### src/rtl/uart_tx_arbiter.sv
// uart_tx_arbiter: round-robin, message-granular sharing of one UART byte TX.
// Define ARB_TIMEOUT_EN to force release of an owner that stalls in ISSUE.
module uart_tx_arbiter #(
  parameter int N_SRC          = 4,
  parameter int GAP_CYCLES     = 16,
  parameter int TIMEOUT_CYCLES = 50000
) (
  input  logic               clk,
  input  logic               rst_n,
  input  logic [N_SRC-1:0]   src_active,
  input  logic [N_SRC-1:0]   src_start,
  input  logic [8*N_SRC-1:0] src_data,
  output logic [N_SRC-1:0]   src_done,
  output logic               uart_start,
  output logic [7:0]         uart_data,
  input  logic               uart_done,
  output logic [N_SRC-1:0]   grant,
  output logic               busy,
  output logic               ovf_err,
  output logic               timeout
);

  typedef enum logic [1:0] {
    IDLE,
    ISSUE,
    WAIT,
    GAP
  } state_e;

  localparam int PW = (N_SRC > 1) ? $clog2(N_SRC) : 1;
  localparam int GW = $clog2(GAP_CYCLES + 2);
  localparam logic [GW-1:0] GAP_LAST =
    GW'((GAP_CYCLES > 0) ? GAP_CYCLES - 1 : 0);

  state_e           state_q;
  logic [N_SRC-1:0] grant_q;
  logic [PW-1:0]    rr_q;
  logic [GW-1:0]    gap_q;
  logic             uart_start_q;
  logic [7:0]       data_q;

  logic [N_SRC-1:0] pend_q;
  logic [N_SRC-1:0] pend_d;
  logic [N_SRC-1:0] pend_clr;
  logic [N_SRC-1:0] pend_keep;
  logic [7:0]       hold_q [N_SRC];
  logic             ovf_q;

  logic [N_SRC-1:0] elig;
  logic [N_SRC-1:0] win_oh;
  logic [PW-1:0]    win_idx;
  logic [PW-1:0]    rr_next;
  logic             win_any;
  logic             own_pend;
  logic             own_active;
  logic [7:0]       own_byte;
  logic             issue;
  logic             to_fire;

  assign elig       = src_active | pend_q;
  assign own_pend   = |(pend_q & grant_q);
  assign own_active = |(src_active & grant_q);
  assign issue      = (state_q == ISSUE) && own_pend;

  // first eligible index at or after rr_q, wrapping
  always_comb begin
    int idx;
    win_any = 1'b0;
    win_idx = '0;
    idx     = 0;
    for (int k = 0; k < N_SRC; k++) begin
      idx = int'(rr_q) + k;
      if (idx >= N_SRC) idx = idx - N_SRC;
      if (!win_any && elig[idx]) begin
        win_any = 1'b1;
        win_idx = PW'(idx);
      end
    end
  end

  assign win_oh  = N_SRC'(1) << win_idx;
  assign rr_next = (win_idx == PW'(N_SRC - 1)) ? '0 : win_idx + PW'(1);

  always_comb begin
    own_byte = '0;
    for (int i = 0; i < N_SRC; i++) begin
      if (grant_q[i]) own_byte = hold_q[i];
    end
  end

  // a start landing on the cycle its pend clears is a capture, not a drop
  assign pend_clr  = (issue || to_fire) ? grant_q : '0;
  assign pend_keep = pend_q & ~pend_clr;
  assign pend_d    = src_start | pend_keep;

  always_ff @(posedge clk or negedge rst_n) begin
    if (!rst_n) begin
      pend_q <= '0;
      ovf_q  <= 1'b0;
      for (int i = 0; i < N_SRC; i++) hold_q[i] <= '0;
    end else begin
      pend_q <= pend_d;
      ovf_q  <= |(src_start & pend_keep);
      for (int i = 0; i < N_SRC; i++) begin
        if (src_start[i] && !pend_keep[i]) begin
          hold_q[i] <= src_data[8*i +: 8];
        end
      end
    end
  end

`ifdef ARB_TIMEOUT_EN
  localparam int TW = $clog2(TIMEOUT_CYCLES + 1);

  logic [TW-1:0] to_q;
  logic          to_pulse_q;
  logic          stall;

  assign stall   = (state_q == ISSUE) && !own_pend && own_active;
  assign to_fire = stall && (to_q == TW'(TIMEOUT_CYCLES - 1));

  always_ff @(posedge clk or negedge rst_n) begin
    if (!rst_n) begin
      to_q       <= '0;
      to_pulse_q <= 1'b0;
    end else begin
      to_pulse_q <= to_fire;
      if (stall && !to_fire) to_q <= to_q + TW'(1);
      else                   to_q <= '0;
    end
  end

  assign timeout = to_pulse_q;
`else
  assign to_fire = 1'b0;
  assign timeout = 1'b0;
`endif

  always_ff @(posedge clk or negedge rst_n) begin
    if (!rst_n) begin
      state_q      <= IDLE;
      grant_q      <= '0;
      rr_q         <= '0;
      gap_q        <= '0;
      uart_start_q <= 1'b0;
      data_q       <= '0;
    end else begin
      uart_start_q <= 1'b0;
      unique case (state_q)
        IDLE: begin
          if (win_any) begin
            grant_q <= win_oh;
            rr_q    <= rr_next;
            state_q <= ISSUE;
          end
        end
        ISSUE: begin
          if (own_pend) begin
            uart_start_q <= 1'b1;
            data_q       <= own_byte;
            state_q      <= WAIT;
          end else if (!own_active || to_fire) begin
            grant_q <= '0;
            gap_q   <= '0;
            state_q <= (GAP_CYCLES == 0) ? IDLE : GAP;
          end
        end
        WAIT: begin
          if (uart_done) state_q <= ISSUE;
        end
        GAP: begin
          if (gap_q == GAP_LAST) state_q <= IDLE;
          else                   gap_q   <= gap_q + GW'(1);
        end
        default: state_q <= IDLE;
      endcase
    end
  end

  assign src_done   = (state_q == WAIT && uart_done) ? grant_q : '0;
  assign uart_start = uart_start_q;
  assign uart_data  = data_q;
  assign grant      = grant_q;
  assign busy       = (state_q != IDLE);
  assign ovf_err    = ovf_q;

endmodule
### config.mk
export PLATFORM = sky130hd
export DESIGN_NAME = uart_tx_arbiter
export DESIGN_NICKNAME = d
export VERILOG_FILES = /design/src/rtl/uart_tx_arbiter.sv
export SDC_FILE = /design/constraint.sdc
export NUM_CORES = 1
export LEC_CHECK = 0
export ABC_CLOCK_PERIOD_IN_PS = 2100
export CAP_MARGIN = 10
export CORE_UTILIZATION = 51
export CTS_CLUSTER_SIZE = 8
export DETAILED_ROUTE_END_ITERATION = 10
export GPL_ROUTABILITY_DRIVEN = 0
export PLACE_DENSITY = 0.8
export SYNTH_ARGS = -nofsm -noshare
export SYNTH_HDL_FRONTEND = slang
export SYNTH_SLANG_ARGS = --single-unit
### constraint.sdc
create_clock -name clk -period 2.1 [get_ports clk]
set_input_delay 0.525 -clock clk [delete_from_list [all_inputs] [get_ports clk]]
set_output_delay 0.525 -clock clk [all_outputs]
set_load 0.05 [all_outputs]
Word-level counts from Yosys, hierarchy flattened
Cells that the tools add are included.
{"block": "totals", "ff_bits": 59, "latch_bits": 0, "mem_bits_rw": 0, "rom_bits": 0, "memories": 0}
{"block": "op_classes", "add_sub_neg": 9, "n_mul": 0, "div_mod_pow": 0, "magnitude_cmp": 8, "eq_ne": 12, "n_shift": 1, "muxes": 47, "bitwise_logic": 7, "reduce_logical": 28}
{"operator": "$lt 32x4->1 const B", "count": 4}
{"operator": "$mux 32", "count": 4}
{"operator": "$mux 8", "count": 4}
{"operator": "$mux 2", "count": 10}
{"operator": "$mux 4", "count": 5}
{"operator": "$and 4x4->4", "count": 4}
{"operator": "$mux 5", "count": 3}
{"operator": "$mux 1", "count": 14}
{"operator": "$ne 2x2->1 const B", "count": 6}
{"operator": "$reduce_and 4->1", "count": 3}
{"operator": "$reduce_or 4->1", "count": 3}
{"operator": "$sub 3x3->4 const B", "count": 3}
{"operator": "$pmux 5 s2", "count": 1}
{"operator": "$ge 3x3->1 const B", "count": 3}
{"operator": "$logic_and 1x1->1", "count": 9}
{"operator": "$bmux 1 s2", "count": 4}
{"operator": "$or 4x4->4", "count": 2}
{"operator": "$pmux 2 s4", "count": 1}
{"operator": "$pmux 4 s2", "count": 1}
{"operator": "$logic_not 1->1", "count": 7}
{"operator": "$add 2x2->3 const B", "count": 2}
{"operator": "$eq 2x2->1 const B", "count": 3}
{"operator": "$reduce_bool 2->1", "count": 3}
{"operator": "$add 5x1->5 const B", "count": 1}
{"operator": "other kinds (11)", "count": 12}

Logic depth before layout (Yosys ltp)
{"block": "logic_depth", "depth_word": 18, "mapped_depth": 7, "depth_no_buf": 7}

Least setup slack after synthesis
OpenSTA, ideal clock, no wires.
{"block": "synth_path", "kind": "reg2out", "start": "register grant_q[3] (netlist: grant[3])", "end": "output port src_done[3]", "t_arrival_ns": 1.964, "t_required_ns": 1.575, "path_slack_ns": -0.389, "path_stages_with_launch": 3, "path_buffers": 0, "cell_sequence": "dfrtp_1 -> inv_2 -> nor3_1"}
{"block": "synth_between", "elab_chain_cells": 1}
{"element": "start: declaration", "line": "36", "text": "logic [N_SRC-1:0] grant_q;"}
{"element": "start signal: assignment", "line": "152", "text": "grant_q <= win_oh;"}
{"element": "$mux 4", "line": "180", "text": "assign src_done = (state_q == WAIT && uart_done) ? grant_q : '0;"}
{"element": "end: declaration", "line": "13", "text": "output logic [N_SRC-1:0] src_done,"}
Every way passes these cells.

Worst setup path after layout
{"block": "layout_path", "start": "input port src_active[0]", "end": "register grant_q[0] (netlist: grant[0])"}
{"block": "layout_between", "elab_chain_cells": 17}
{"element": "start: declaration", "line": "10", "text": "input logic [N_SRC-1:0] src_active,"}
{"element": "$or 4x4->4", "line": "60", "text": "assign elig = src_active | pend_q;"}
{"element": "$bmux 1 s2", "line": "74", "text": "if (!win_any && elig[idx]) begin"}
{"element": "$mux 1 (implied by the code) (2 in a row)", "line": "74"}
{"element": "$mux 1", "line": "74"}
{"element": "$logic_not 1->1", "line": "74"}
{"element": "$logic_and 1x1->1", "line": "74"}
{"element": "$mux 1", "line": "74"}
{"element": "$logic_not 1->1", "line": "74"}
{"element": "$logic_and 1x1->1", "line": "74"}
{"element": "$mux 1", "line": "74"}
{"element": "$logic_not 1->1", "line": "74"}
{"element": "$logic_and 1x1->1", "line": "74"}
{"element": "$mux 2", "line": "74"}
{"element": "$shl 1x2->4", "line": "81", "text": "assign win_oh = N_SRC'(1) << win_idx;"}
{"element": "$mux 4", "line": "151", "text": "if (win_any) begin"}
{"element": "$pmux 4 s2", "line": "149", "text": "unique case (state_q)"}
Several ways; a longest one is shown, not always the timed one. The select of a mux whose other input is x is not followed.
A chain may end at the register's enable or synchronous reset.

==> results.yml <==
outcome:
  status: "finished, violations left"
  violations: "negative setup slack"
worst_setup_path:
  ff2ff_setup_slack_ps: 10
  startpoint: "src_active[0]"
  crit_arrival_ps: 2290
  reg2reg_depth: 7
  r2r-start: "pend_q[0]$_DFF_PN0_"
  r2r-end: "grant[0]$_DFFE_PN0P_"
  cp.required_ps: 2290
  cpMaxStageDelayCell: "a211o_1"
  path_max_fanout: 3
  crit_chain: "dlygate4sd2_1 > o21ai_2 > a21bo_1 > a211o_1 > or2_1 > ha_1 > a22oi_1 > o221ai_1"
  path_class: "in2reg"
  start_kind: "input port"
  cp_slowest_stage_delay_ps: 290
  crit_path_end: "grant[0]$_DFFE_PN0P_"
  cp-end-kind: "flop"
sta:
  relSlewSlack_pct: 50.39
  clock_skew_ps: 13.24
  fin_crit_sh_pct: 100.2
  worst_slack_ps: -3.530
  fmax_ghz: 0.4754
  final.setup.tns_ps: -3.530
  final_hold_viol_count: 0
  setup_viol: 1
  worstMarginPinSlew_ps: 744.2
  final_max_slew_viol_count: 0
  post-route-min-period_ps: 2104
logic_synthesis:
  synth_top_family_by_area: "compound AO/OA/AOI/OAI gates"
  synth_cell_types: 46
  synth_ff_type: "dfrtp_1"
  synthMuxAreaShare_pct: 13.95
  synthTopCellsByArea: "dfrtp_1 (50%), mux2_1 (12%), nand2_1 (3.4%), a221o_1 (2.7%), ha_1 (2.5%)"
  synth_nets: 320
  ys_warn_count: 0
  synth_xor_area_share_pct: 0
  synth_edf_count: 0
  synthSimpleGateAreaFrac_pct: 11.84
  synth-seq-cells: 59
  synthArstFlopShare_pct: 100.0
  yosys.area_share.adder_pct: 2.537
  synth-compound-area-share_pct: 16.83
  syn_inst: 271
  avgSynthCellArea_um2: 10.92
  netlist.area_leader.share_pct: 49.89
  yosysTopAreaCell: "dfrtp_1"
  yosysSeqAreaShare_pct: 49.89
  netlist_area_mm2: 0.002959
clock_network:
  hold_buffers: 0
  cts_buffers: 9
  cts_buffer_depth: 2
  root_buffer: "clkbuf_8"
  clk_pin_slew_ps: 70
  worstSkewPairLatency_ps: 330
  cts_tree: "done"
  htree_num_levels: 3
  cts.sinks: 59
power:
  pwr_density_cell_mw_per_mm2: 1658
  ir_worst_vdd_v: 0.0007883
  p_leak_nw: 1.817
global_routing:
  grt_pass1_vias: 2584
  grt_first_pass_wirelength_mm: 12.32
  grt_max_degree: 60
  grt_antenna_before_repair: 0
  grt_use_total_pct: 26.70
  grt.overflow.total: 0
placement:
  dpl_cell_area_mm2: 0.003842
  dp_slack_ps: -448.6
  dp_hpwl_mm: 5.187
  io_buffers: 61
die:
  fp.dieH_um: 78.17
  fp.dieArea_mm2: 0.006111
  coreArea_mm2: 0.005540
  io_pins: 63
  die_w_um: 78.17
  rows: 27
  initial_core_util_pct: 53.41
route:
  detail-route-antenna-nets: 0
  first_pass_iters: 4
  post_drt_wl_per_cell_um: 17.63
  drc: 0
  first_iter_violations: 189
  routed_via_density: 5.819
  wl_mm: 7.615
  vias: 2514
layout:
  layout_common_cells: "dfrtp_1 (57), clkdlybuf4s50_1 (47), mux2_1 (32)"
  drive_gt1_share_pct: 21.67
  final_common_cell: "dfrtp_1"
  fin_nets: 404
  area_growth_pct: 41.44
  final_util_pct: 75.54
  diodes: 0
  fin_area_mm2: 0.004185
run:
  maxCapViolations: 0
hold_path:
  hp-class: "in2async"
[power breakdown]
part	switching [mW]	total, mW	internal (mW)
Combinational	1.91	3.46	1.54
Sequential	0.470	2.19	1.72
Clock	0.469	1.29	0.823
Total	2.85	6.94	4.09
[repair_timing]
action / in CTS / in global routing
setup buffers: 3 / 0
pin swaps: 6 / 2
endpoints found under the setup margin: 5 / 7
resized for setup: 11 / 10
[layout make-up]
| class | instances | area (µm²) |
|---|---|---|
| inverter | 14 | 52.55 |
| tap | 72 | 90.09 |
| sequential | 59 | 1479 |
| timing repair buffer | 89 | 908.4 |
| clock buffer | 10 | 137.6 |
| clock inverter | 6 | 111.4 |
| multi-input combinational | 182 | 1406 |
| fill | 358 | 1355 |
[per-layer routing]
metal | share of wire [%] | routed length (µm) | track usage (%)
met1 | 42 | 3202 | 32.74
met5 | 0 | 0 | 0
met4 | 2.1 | 158 | 11.85
met2 | 51 | 3919 | 46.23
met3 | 4.4 | 335 | 4.419
[cells by family after synthesis]
logic type | after synthesis
AOI/OAI and AO/OA | 69
adders and majority gates | 6
buffers and inverters | 30
DFF | 59
muxes | 35
other | 1
and+or+nand+nor | 71
[worst min path at each step]
stage	start	end	slack (ps)	cells after the start
global placement	hold_q[23]$_DFFE_PN0P_	hold_q[23]$_DFFE_PN0P_	470	1
floorplan	rst_n	gap_q[0]$_DFFE_PN0P_	230	0
global route	rst_n	rr_q[0]$_DFFE_PN0P_	210	2
CTS	rst_n	rr_q[1]$_DFFE_PN0P_	200	2
detailed placement	hold_q[4]$_DFFE_PN0P_	hold_q[4]$_DFFE_PN0P_	480	1
finish	rst_n	rr_q[0]$_DFFE_PN0P_	180	2
[worst max-delay path, delay by kind of cell]
kind / cells / cell delay, ps
buffers and inverters: 1 / 270
AOI/OAI and AO/OA: 5 / 1020
and+or+nand+nor: 1 / 260
adders and majority gates: 1 / 220
[synth_stat cells, types with 2 or more instances]
library cell	n
a31oi_1	10
inv_1	12
mux2_1	32
o311ai_0	2
nand2b_1	5
o211ai_1	8
mux2_4	2
nor2_2	2
buf_2	3
clkbuf_1	5
dfrtp_1	59
a21o_1	2
nor3_1	5
nor2_1	12
nor3b_1	2
nand2_1	27
nor2b_1	3
and2_1	5
a221o_1	8
a21oi_1	5
o21ai_1	5
nor4_1	2
inv_2	2
or2_2	2
o221ai_1	4
and3_1	2
o21ai_0	6
buf_4	7
a22oi_1	8
o22ai_1	3
ha_1	6
[per-stage QoR]
stage / hold slack, ps / instances / power (mW)
final: 175.8 / 432 / 6.941
after floorplan: 229.4 / 271 / 4.310
after global routing: 206.6 / 432 / 7.346
after CTS: 196.4 / 432 / 6.881
after global placement: 468.0 / 413 / 5.334
after detailed placement: 475.0 / 413 / 5.479
[state kept, by name (all words and copies together), names as in the netlist]
register and count:
hold_q 32, uart_data 8, gap_q 5, grant 4, pend_q 4, rr_q 2, state_q 2, ovf_err 1
uart_start 1
No activity file was read; power rests on OpenSTA's default activity.
